<file path="config.mk">
export PLATFORM = sky130hd
export DESIGN_NAME = moving_average_sequencer
export DESIGN_NICKNAME = d
export VERILOG_FILES = /design/src/rtl/moving_average_sequencer.sv
export SDC_FILE = /design/constraint.sdc
export NUM_CORES = 1
export LEC_CHECK = 0
export ABC_AREA = 1
export BUFFER_PORTS_ARGS = -buffer_cell sky130_fd_sc_hd__buf_2
export CAP_MARGIN = 20
export CORE_MARGIN = 2
export CORE_UTILIZATION = 50
export DETAILED_ROUTE_END_ITERATION = 10
export GPL_TIMING_DRIVEN = 0
export HOLD_SLACK_MARGIN = 0.06
export PLACE_DENSITY = 0.7
export SLEW_MARGIN = 40
export SYNTH_ARGS = -nofsm -noshare
export SYNTH_HDL_FRONTEND = slang
export SYNTH_SLANG_ARGS = --single-unit
export TNS_END_PERCENT = 1
</file>
<file path="constraint.sdc">
create_clock -name system1000 -period 4.25 [get_ports system1000]
set_input_delay 0.85 -clock system1000 [delete_from_list [all_inputs] [get_ports system1000]]
set_output_delay 0.85 -clock system1000 [all_outputs]
set_load 0.05 [all_outputs]
</file>
<file path="src/rtl/moving_average_sequencer.sv">
// Flow-control wrapper and issue scheduler for a handshake-less moving-average core.
// Optional statistics counters (drop_cnt, stall_cnt) are enabled with `define MA_SEQ_STATS_EN.
module moving_average_sequencer #(
    parameter int DATA_W    = 8,
    parameter int WINDOW    = 4,
    parameter int CORE_LAT  = 1,
    parameter int IN_DEPTH  = 4,
    parameter int OUT_DEPTH = 2
) (
    input  logic              system1000,
    input  logic              system1000_rstn,
    input  logic              clear,
    input  logic              in_valid,
    output logic              in_ready,
    input  logic [DATA_W-1:0] in_data,
    output logic              core_en,
    output logic [DATA_W-1:0] core_x,
    input  logic [DATA_W-1:0] core_y,
    output logic              out_valid,
    input  logic              out_ready,
    output logic [DATA_W-1:0] out_data
`ifdef MA_SEQ_STATS_EN
    ,
    output logic [15:0]       drop_cnt,
    output logic [15:0]       stall_cnt
`endif
);

    localparam int IN_AW  = $clog2(IN_DEPTH);
    localparam int IN_CW  = IN_AW + 1;
    localparam int OUT_AW = (OUT_DEPTH > 1) ? $clog2(OUT_DEPTH) : 1;
    localparam int OUT_CW = $clog2(OUT_DEPTH + 1);
    localparam int CRED_W = OUT_CW + 1;
    localparam int WARM_W = (WINDOW > 1) ? $clog2(WINDOW) : 1;
    localparam logic [WARM_W-1:0] WARM_MAX = WARM_W'(WINDOW - 1);

    typedef enum logic {WARM, RUN} state_t;
    localparam state_t INIT_STATE = (WINDOW > 1) ? WARM : RUN;

    state_t state, state_next;

    logic [DATA_W-1:0]   in_mem [IN_DEPTH];
    logic [IN_AW-1:0]    in_rd, in_wr;
    logic [IN_CW-1:0]    in_cnt;
    logic [DATA_W-1:0]   out_mem [OUT_DEPTH];
    logic [OUT_AW-1:0]   out_rd, out_wr;
    logic [OUT_CW-1:0]   out_cnt;
    logic [OUT_CW-1:0]   inflight;
    logic [WARM_W-1:0]   warm_cnt;
    logic                keep_q;
    logic                draining;
    logic [CORE_LAT-1:0] tag_v, tag_k;

    logic in_empty, credit_ok, issue, keep;
    logic in_push, out_push, out_pop, ret_v, ret_k;

    function automatic logic [OUT_AW-1:0] out_inc(input logic [OUT_AW-1:0] p);
        return (p == OUT_AW'(OUT_DEPTH - 1)) ? '0 : p + OUT_AW'(1);
    endfunction

    // Issue and credit depend only on registered state; clear merely vetoes.
    assign in_empty  = (in_cnt == '0);
    assign in_ready  = (in_cnt != IN_CW'(IN_DEPTH));
    assign credit_ok = (CRED_W'(inflight) + CRED_W'(out_cnt)) < CRED_W'(OUT_DEPTH);
    assign issue     = !clear && !draining && !in_empty && credit_ok;
    assign keep      = (warm_cnt == WARM_MAX);
    assign ret_v     = tag_v[CORE_LAT-1];
    assign ret_k     = tag_k[CORE_LAT-1];
    assign in_push   = in_valid && in_ready && !clear;
    assign out_push  = ret_v && ret_k && !clear;
    assign out_pop   = out_valid && out_ready && !clear;
    assign out_valid = (out_cnt != '0);
    assign out_data  = out_mem[out_rd];

    always_ff @(posedge system1000) begin
        if (!system1000_rstn) begin
            state <= INIT_STATE;
        end else begin
            state <= state_next;
        end
    end

    always_comb begin
        state_next = state;
        if (clear) begin
            state_next = INIT_STATE;
        end else begin
            case (state)
                WARM:    if (issue && (warm_cnt + WARM_W'(1)) == WARM_MAX) state_next = RUN;
                RUN:     state_next = RUN;
                default: state_next = INIT_STATE;
            endcase
        end
    end

    always_ff @(posedge system1000) begin
        if (!system1000_rstn) begin
            in_rd    <= '0;
            in_wr    <= '0;
            in_cnt   <= '0;
            out_rd   <= '0;
            out_wr   <= '0;
            out_cnt  <= '0;
            inflight <= '0;
            warm_cnt <= '0;
            draining <= 1'b0;
            keep_q   <= 1'b0;
            core_en  <= 1'b0;
            core_x   <= '0;
            tag_v    <= '0;
            tag_k    <= '0;
            for (int unsigned i = 0; i < IN_DEPTH; i++) in_mem[i] <= '0;
            for (int unsigned i = 0; i < OUT_DEPTH; i++) out_mem[i] <= '0;
        end else begin
            core_en <= issue;
            keep_q  <= issue && keep;
            if (issue) core_x <= in_mem[in_rd];

            // Tags keep flowing through clear so in-flight credits still return, but lose keep.
            tag_v    <= (tag_v << 1) | CORE_LAT'(core_en);
            tag_k    <= clear ? '0 : ((tag_k << 1) | CORE_LAT'(keep_q));
            inflight <= inflight + OUT_CW'(issue) - OUT_CW'(ret_v);

            if (clear) begin
                draining <= 1'b1;
            end else if (inflight == '0) begin
                draining <= 1'b0;
            end

            if (clear) begin
                in_rd    <= '0;
                in_wr    <= '0;
                in_cnt   <= '0;
                out_rd   <= '0;
                out_wr   <= '0;
                out_cnt  <= '0;
                warm_cnt <= '0;
            end else begin
                if (in_push) begin
                    in_mem[in_wr] <= in_data;
                    in_wr         <= in_wr + IN_AW'(1);
                end
                if (issue) in_rd <= in_rd + IN_AW'(1);
                in_cnt <= in_cnt + IN_CW'(in_push) - IN_CW'(issue);

                if (out_push) begin
                    out_mem[out_wr] <= core_y;
                    out_wr          <= out_inc(out_wr);
                end
                if (out_pop) out_rd <= out_inc(out_rd);
                out_cnt <= out_cnt + OUT_CW'(out_push) - OUT_CW'(out_pop);

                if (issue && state == WARM) warm_cnt <= warm_cnt + WARM_W'(1);
            end
        end
    end

`ifdef MA_SEQ_STATS_EN
    always_ff @(posedge system1000) begin
        if (!system1000_rstn) begin
            drop_cnt  <= '0;
            stall_cnt <= '0;
        end else begin
            if (ret_v && (!ret_k || clear) && drop_cnt != '1) drop_cnt <= drop_cnt + 16'd1;
            if (!in_empty && !credit_ok && stall_cnt != '1) stall_cnt <= stall_cnt + 16'd1;
        end
    end
`endif

endmodule

</file>
# Word level (Yosys, flattened, before mapping)
# Memory sizes are Yosys's and may differ from the RTL's. A register that Yosys moved wholly into a read port is not among the register bits.
# Cells that the tools add are included.
dict set report totals {
  elab_cells 80
  memories 2
  ram_bits 48
  ff_bits 21
  input_bits 21
  output_inout_bits 19
}
# name depth word_bits read_ports rd_clocked_by_memory_dff wr line
set memory_table {}
lappend memory_table {in_mem 4 8 1 1 4 42} ;# logic [DATA_W-1:0] in_mem [IN_DEPTH];
lappend memory_table {out_mem 2 8 1 1 2 45} ;# logic [DATA_W-1:0] out_mem [OUT_DEPTH];
dict set report op_classes {
  n_reduce_logical 23
  n_eq_ne 3
  add_sub_neg 12
  n_mux 23
  magnitude_cmp 1
  n_bitwise 2
}
# cell count
set ops {}
lappend ops {{two-way mux 1 bit} 19}
lappend ops {{two-way mux 8 bit} 2}
lappend ops {{OR reduction 8 bit} 2}
lappend ops {{logical AND 1 bit} 12}
lappend ops {{adder 2 x 1 -> 2 bit (second input constant)} 3}
lappend ops {{adder 2 x 1 -> 2 bit} 2}
lappend ops {{equality test 2 bit (second input constant)} 2}
lappend ops {{zero test 1 bit} 4}
lappend ops {{nonzero test 2 bit} 2}
lappend ops {{subtractor 2 x 1 -> 2 bit} 2}
lappend ops {{adder 2 x 2 -> 3 bit} 1}
lappend ops {{adder 3 x 1 -> 3 bit} 1}
lappend ops {{zero test 3 bit} 1}
lappend ops {{< comparator 3 x 2 -> 1 bit (second input constant)} 1}
lappend ops {{inequality test 3 bit (second input constant)} 1}
lappend ops {{subtractor 3 x 1 -> 3 bit} 1}
lappend ops {{adder 1 bit (second input constant)} 2}
lappend ops {{zero test 2 bit} 1}
lappend ops {{two-way mux 2 bit} 1}
lappend ops {{inverter 1 bit} 2}
lappend ops {{one-hot mux 1 bit (2 select lines)} 1}
lappend ops {{OR reduction 2 bit} 1}

# Longest topological paths before layout
dict set report logic_depth {
  depth_word 9
  depth_mapped 16
  depth_no_buf 16
}

# Least setup slack after synthesis
# Ideal clock, no wire load.
dict set report synth_path {
  kind {reg2reg}
  start {reg inflight[0]}
  end {reg in_cnt[2]}
  synth_period_minus_slack_ns 2.639
  path_stages_with_launch 17
  required_time_ns 4.180
  path_buffers 0
  slack_ns 1.611
  setup_ns 0.070
  arrival_ns 2.569
  cell_sequence {dfxtp_1 -> nand2_1 -> inv_1 -> fa_1 -> inv_1 -> nand2_1 -> nor2_4 -> nand2_2 -> inv_1 -> ha_1 -> inv_1 -> ha_1 -> inv_1 -> fa_1 -> xnor2_1 -> or2_2 -> a21oi_1}
}
dict set report synth_between {
  elab_chain_cells 4
}
# element line
set synth_lines {}
lappend synth_lines {{start: declaration} 48} ;# logic [OUT_CW-1:0] inflight;
lappend synth_lines {{start signal: assignment} 122} ;# inflight <= inflight + OUT_CW'(issue) - OUT_CW'(ret_v);
lappend synth_lines {{adder 2 x 2 -> 3 bit} 64} ;# assign credit_ok = (CRED_W'(inflight) + CRED_W'(out_cnt)) < CRED_W'(OUT_DEPTH);
lappend synth_lines {{< comparator 3 x 2 -> 1 bit} 64}
lappend synth_lines {{logical AND 1 bit} 65} ;# assign issue = !clear && !draining && !in_empty && credit_ok;
lappend synth_lines {{net issue} 54} ;# logic in_empty, credit_ok, issue, keep;
lappend synth_lines {{subtractor 3 x 1 -> 3 bit} 144} ;# in_cnt <= in_cnt + IN_CW'(in_push) - IN_CW'(issue);
lappend synth_lines {{end signal: assignment} 144}
lappend synth_lines {{end: declaration} 44} ;# logic [IN_CW-1:0] in_cnt;
# The timed path passes the listed nets, and every way through them passes these cells.
# A chain may end at the register's enable or synchronous reset.

# Final worst setup path
dict set report layout_path {
  start {reg out_cnt[0]}
  end {reg in_cnt[2]}
}
dict set report layout_between {
  elab_chain_cells 4
}
# element line
set layout_lines {}
lappend layout_lines {{start: declaration} 47} ;# logic [OUT_CW-1:0] out_cnt;
lappend layout_lines {{start signal: assignment} 151} ;# out_cnt <= out_cnt + OUT_CW'(out_push) - OUT_CW'(out_pop);
lappend layout_lines {{adder 2 x 2 -> 3 bit} 64}
lappend layout_lines {{< comparator 3 x 2 -> 1 bit} 64}
lappend layout_lines {{logical AND 1 bit} 65}
lappend layout_lines {{net issue} 54}
lappend layout_lines {{subtractor 3 x 1 -> 3 bit} 144}
# The timed path passes the listed nets, and every way through them passes these cells.

==> metrics <==
CTS Hold Bufs 0; Die ar. 7730 µm²; PwrDens slightly below 400 nW/µm²; Antenna diodes 0; status complete, no violations; IO Pins 40; core area 6790 µm²; critical path class flop to flop; end of the critical path in_cnt[2]$_SDFF_PP0_; cell taking the most area after synthesis edfxtp_1; grt ovf 0; slowest CP cell fa_1; Tightest Pin Transition 0.691 ns; area delta synth->final 15.4%; NetSw 370 µW; dominant synthesized flop cell edfxtp_1; CTS Buf Count 9; WP depth 16; vias in the first global route about 2300; Final period util 67.6%; Crit Reg-Reg Endpoint in_cnt[2]$_SDFF_PP0_; Die Wd 87.9 µm; chip height 87.9 µm; TNS Setup 0 ns; cell-internal power roughly 1200 µW; CTS tree yes; Synth Instances roughly 380; row count 30; CP bufs+invs 5; All-Layer GR Usage 17.2%; worst r2r src out_cnt[0]$_SDFF_PP0_; sequential-to-total area share from yosys stat 58.0%; top-area cell type share of the netlist area between 40% and 50%; Max-cap violations 0; CTS sink cnt 78; routed vias between 2000 and 2500; Final Hold Fails 0; Setup crit end kind flop; clock-pin slew on the worst setup and hold paths 0.08 ns; iteration count of the initial detailed-routing pass 4; initial antenna violation count 0; FFs w/ async S/R, synth 0%; final setup vio count 0; clk_lat worst skew 0.35 ns; routed wire length ~6200 µm; H-tree depth 3; count of flip-flops with a built-in enable after synthesis 48; Final Slew Violations 0; Syn Nets 412; clock network power share a little under two fifths; synth top area cells edfxtp_1 41%, dfxtp_1 17%, nor2_1 8.3%; post-CTS sizing 0; max frequency 0.348 GHz; Nets 462; Synth Register Bits 78; post-route minimum period 2.87 ns; DP Wirelength between 4000 and 5000 µm; relative slew slack about 54%; CP cell instances nand2_1, inv_1, fa_1, inv_1, nand2_1, nor2_4, nand2_2, inv_1, ha_1, inv_1, ha_1, inv_1, fa_1, xnor2_1, or2_2, a21oi_1; WP data required 4.53 ns; worst vdd ir 0.146 mV; Post-CTS Setup Bufs 0; Clock Skew 0.0115 ns; Worst Reg-to-Reg Cells 16; share of cells above drive strength 1 20.0%; initial DRC count between 60 and 70; Residual DRC 0; P_leak 0.00184 µW; Routability Congestion 0.820; Final Util 59.8%; worst stage delay on the critical path 0.40 ns; Seq pwr share 53.5%; clock tree buffer depth 2; Setup crit start out_cnt[0]$_SDFF_PP0_; number of nets with antenna violations after routing 0; Avg Inst Size Synth approximately 9.2 µm²; first-pass GRT wire length 10000 µm; most frequent cells in the layout 78 x nor2_1, 77 x nand2_1, 51 x inv_1, 48 x edfxtp_1, 43 x buf_2; Worst setup SP type flop; worst hold slack 0.417 ns; Port Buffers 39; switch share 23.6%; worst hold path type flop to flop; Crit path arrival time 3.15 ns; Comb pwr share 9.0%; Mapped Area 3520 µm²; most common cell after layout, fill and taps aside nor2_1; Most Frequent Cell on Critical Path inv_1; routed len/inst 11.7 µm; YS warnings 0; RSZ-0062 raised after global routing no; Root Buffer clkbuf_8; total power roughly 1600 µW; Crit Path Max Fanout 6; via-per-instance ratio ~4.7; Top delay family on crit path adder cells; post-synthesis cell type count 31; largest net degree at the start of global routing 14; Initial Util roughly half; r2r setup slk 1.38 ns
cells in the mapped netlist (2+ instances only):
master and instances:
xnor2_1 3, inv_1 51, or2_2 3, nor3_1 8, nand2_1 77, dfxtp_1 30
nor2_1 78, buf_2 4, nor3_2 2, nand4_1 2, o21ai_0 20, fa_1 2
a21oi_1 10, mux2_2 8, nand3_2 2, ha_1 8, clkbuf_1 2, edfxtp_1 48
buf_6 2, nand3_1 5, nor2_2 2, inv_2 4, nand2_2 2
sequential cells by signal, summed over array words and instances, names as in the netlist, named ones only:
register and cells:
core_en 1, core_x 8, draining 1, in_cnt 3, in_mem 32, in_rd 2, in_wr 2, inflight 2
keep_q 1, out_cnt 2, out_mem 16, out_rd 1, out_wr 1, ret_k 1, ret_v 1, state 1
warm_cnt 2
final cells by class:
class / count / area (µm²)
fillers: 564 / 2730
flip-flops and latches: 78 / 2040
multi-input cells: 238 / 1220
inverters: 55 / 206
repair buffers: 39 / 195
clock buffers: 10 / 128
well taps: 96 / 120
clock inverters: 6 / 86.3
plain buffers: 10 / 61.3
worst register-to-register path, stage by stage, from the launching register on:
cell and delay (ns):
dfxtp_1 0.37, nand2_1 0.06, inv_1 0.06, fa_1 0.40, inv_1 0.07, nand2_1 0.07
nor2_4 0.19, nand2_2 0.09, inv_1 0.12, ha_1 0.24, inv_1 0.05, ha_1 0.12
inv_1 0.04, fa_1 0.38, xnor2_1 0.14, or2_2 0.27, a21oi_1 0.11
routing by layer:
metal	track usage [%]	wire length [µm]
met4	7.55	85
met2	30.5	3020
met5	0	0
met3	3.96	293
met1	19.9	2840
how the worst min path moves through the flow:
stage | cells past startpoint | endpoint | from
finish | 2 | ret_k$_SDFF_PP0_ | keep_q$_SDFF_PN0_
global route | 2 | ret_k$_SDFF_PP0_ | keep_q$_SDFF_PN0_
CTS | 2 | ret_k$_SDFF_PP0_ | keep_q$_SDFF_PN0_
detailed placement | 2 | ret_k$_SDFF_PP0_ | keep_q$_SDFF_PN0_
global placement | 2 | ret_k$_SDFF_PP0_ | keep_q$_SDFF_PN0_
floorplan | 2 | ret_k$_SDFF_PP0_ | keep_q$_SDFF_PN0_
power by group through the flow:
stage	clock network, µW	logic [µW]	registers, µW
after floorplan	0	86.2	872
after global placement	0	138	856
after detailed placement	0	140	857
after CTS	599	141	840
after global routing	631	158	843
final	590	141	840
logic make-up (layout without fill, tap and decap cells):
group                      count (synthesis)  after routing  synth area share, %
and+or+nand+nor                          185            185                 22.5
xor gates and xnor gates                   3              3                0.746
buffers and inverters                     65            120                 7.60
adders and majority gates                 10             10                 3.98
AOI/OAI and AO/OA                         32             32                 4.62
DFF                                       78             78                 58.0
muxes                                      8              8                 2.56
through the flow:
stage | worst slack, ns | instance area (µm²) | cells
2_1_floorplan | 1.61 | 3520 | 381
3_3_place_gp | 1.31 | 3840 | 516
3_5_place_dp | 1.29 | 3840 | 516
4_1_cts | 1.37 | 4060 | 532
5_1_grt | 1.17 | 4060 | 532
6_report | 1.38 | 4060 | 532
Power figures use the tool's default switching activity.
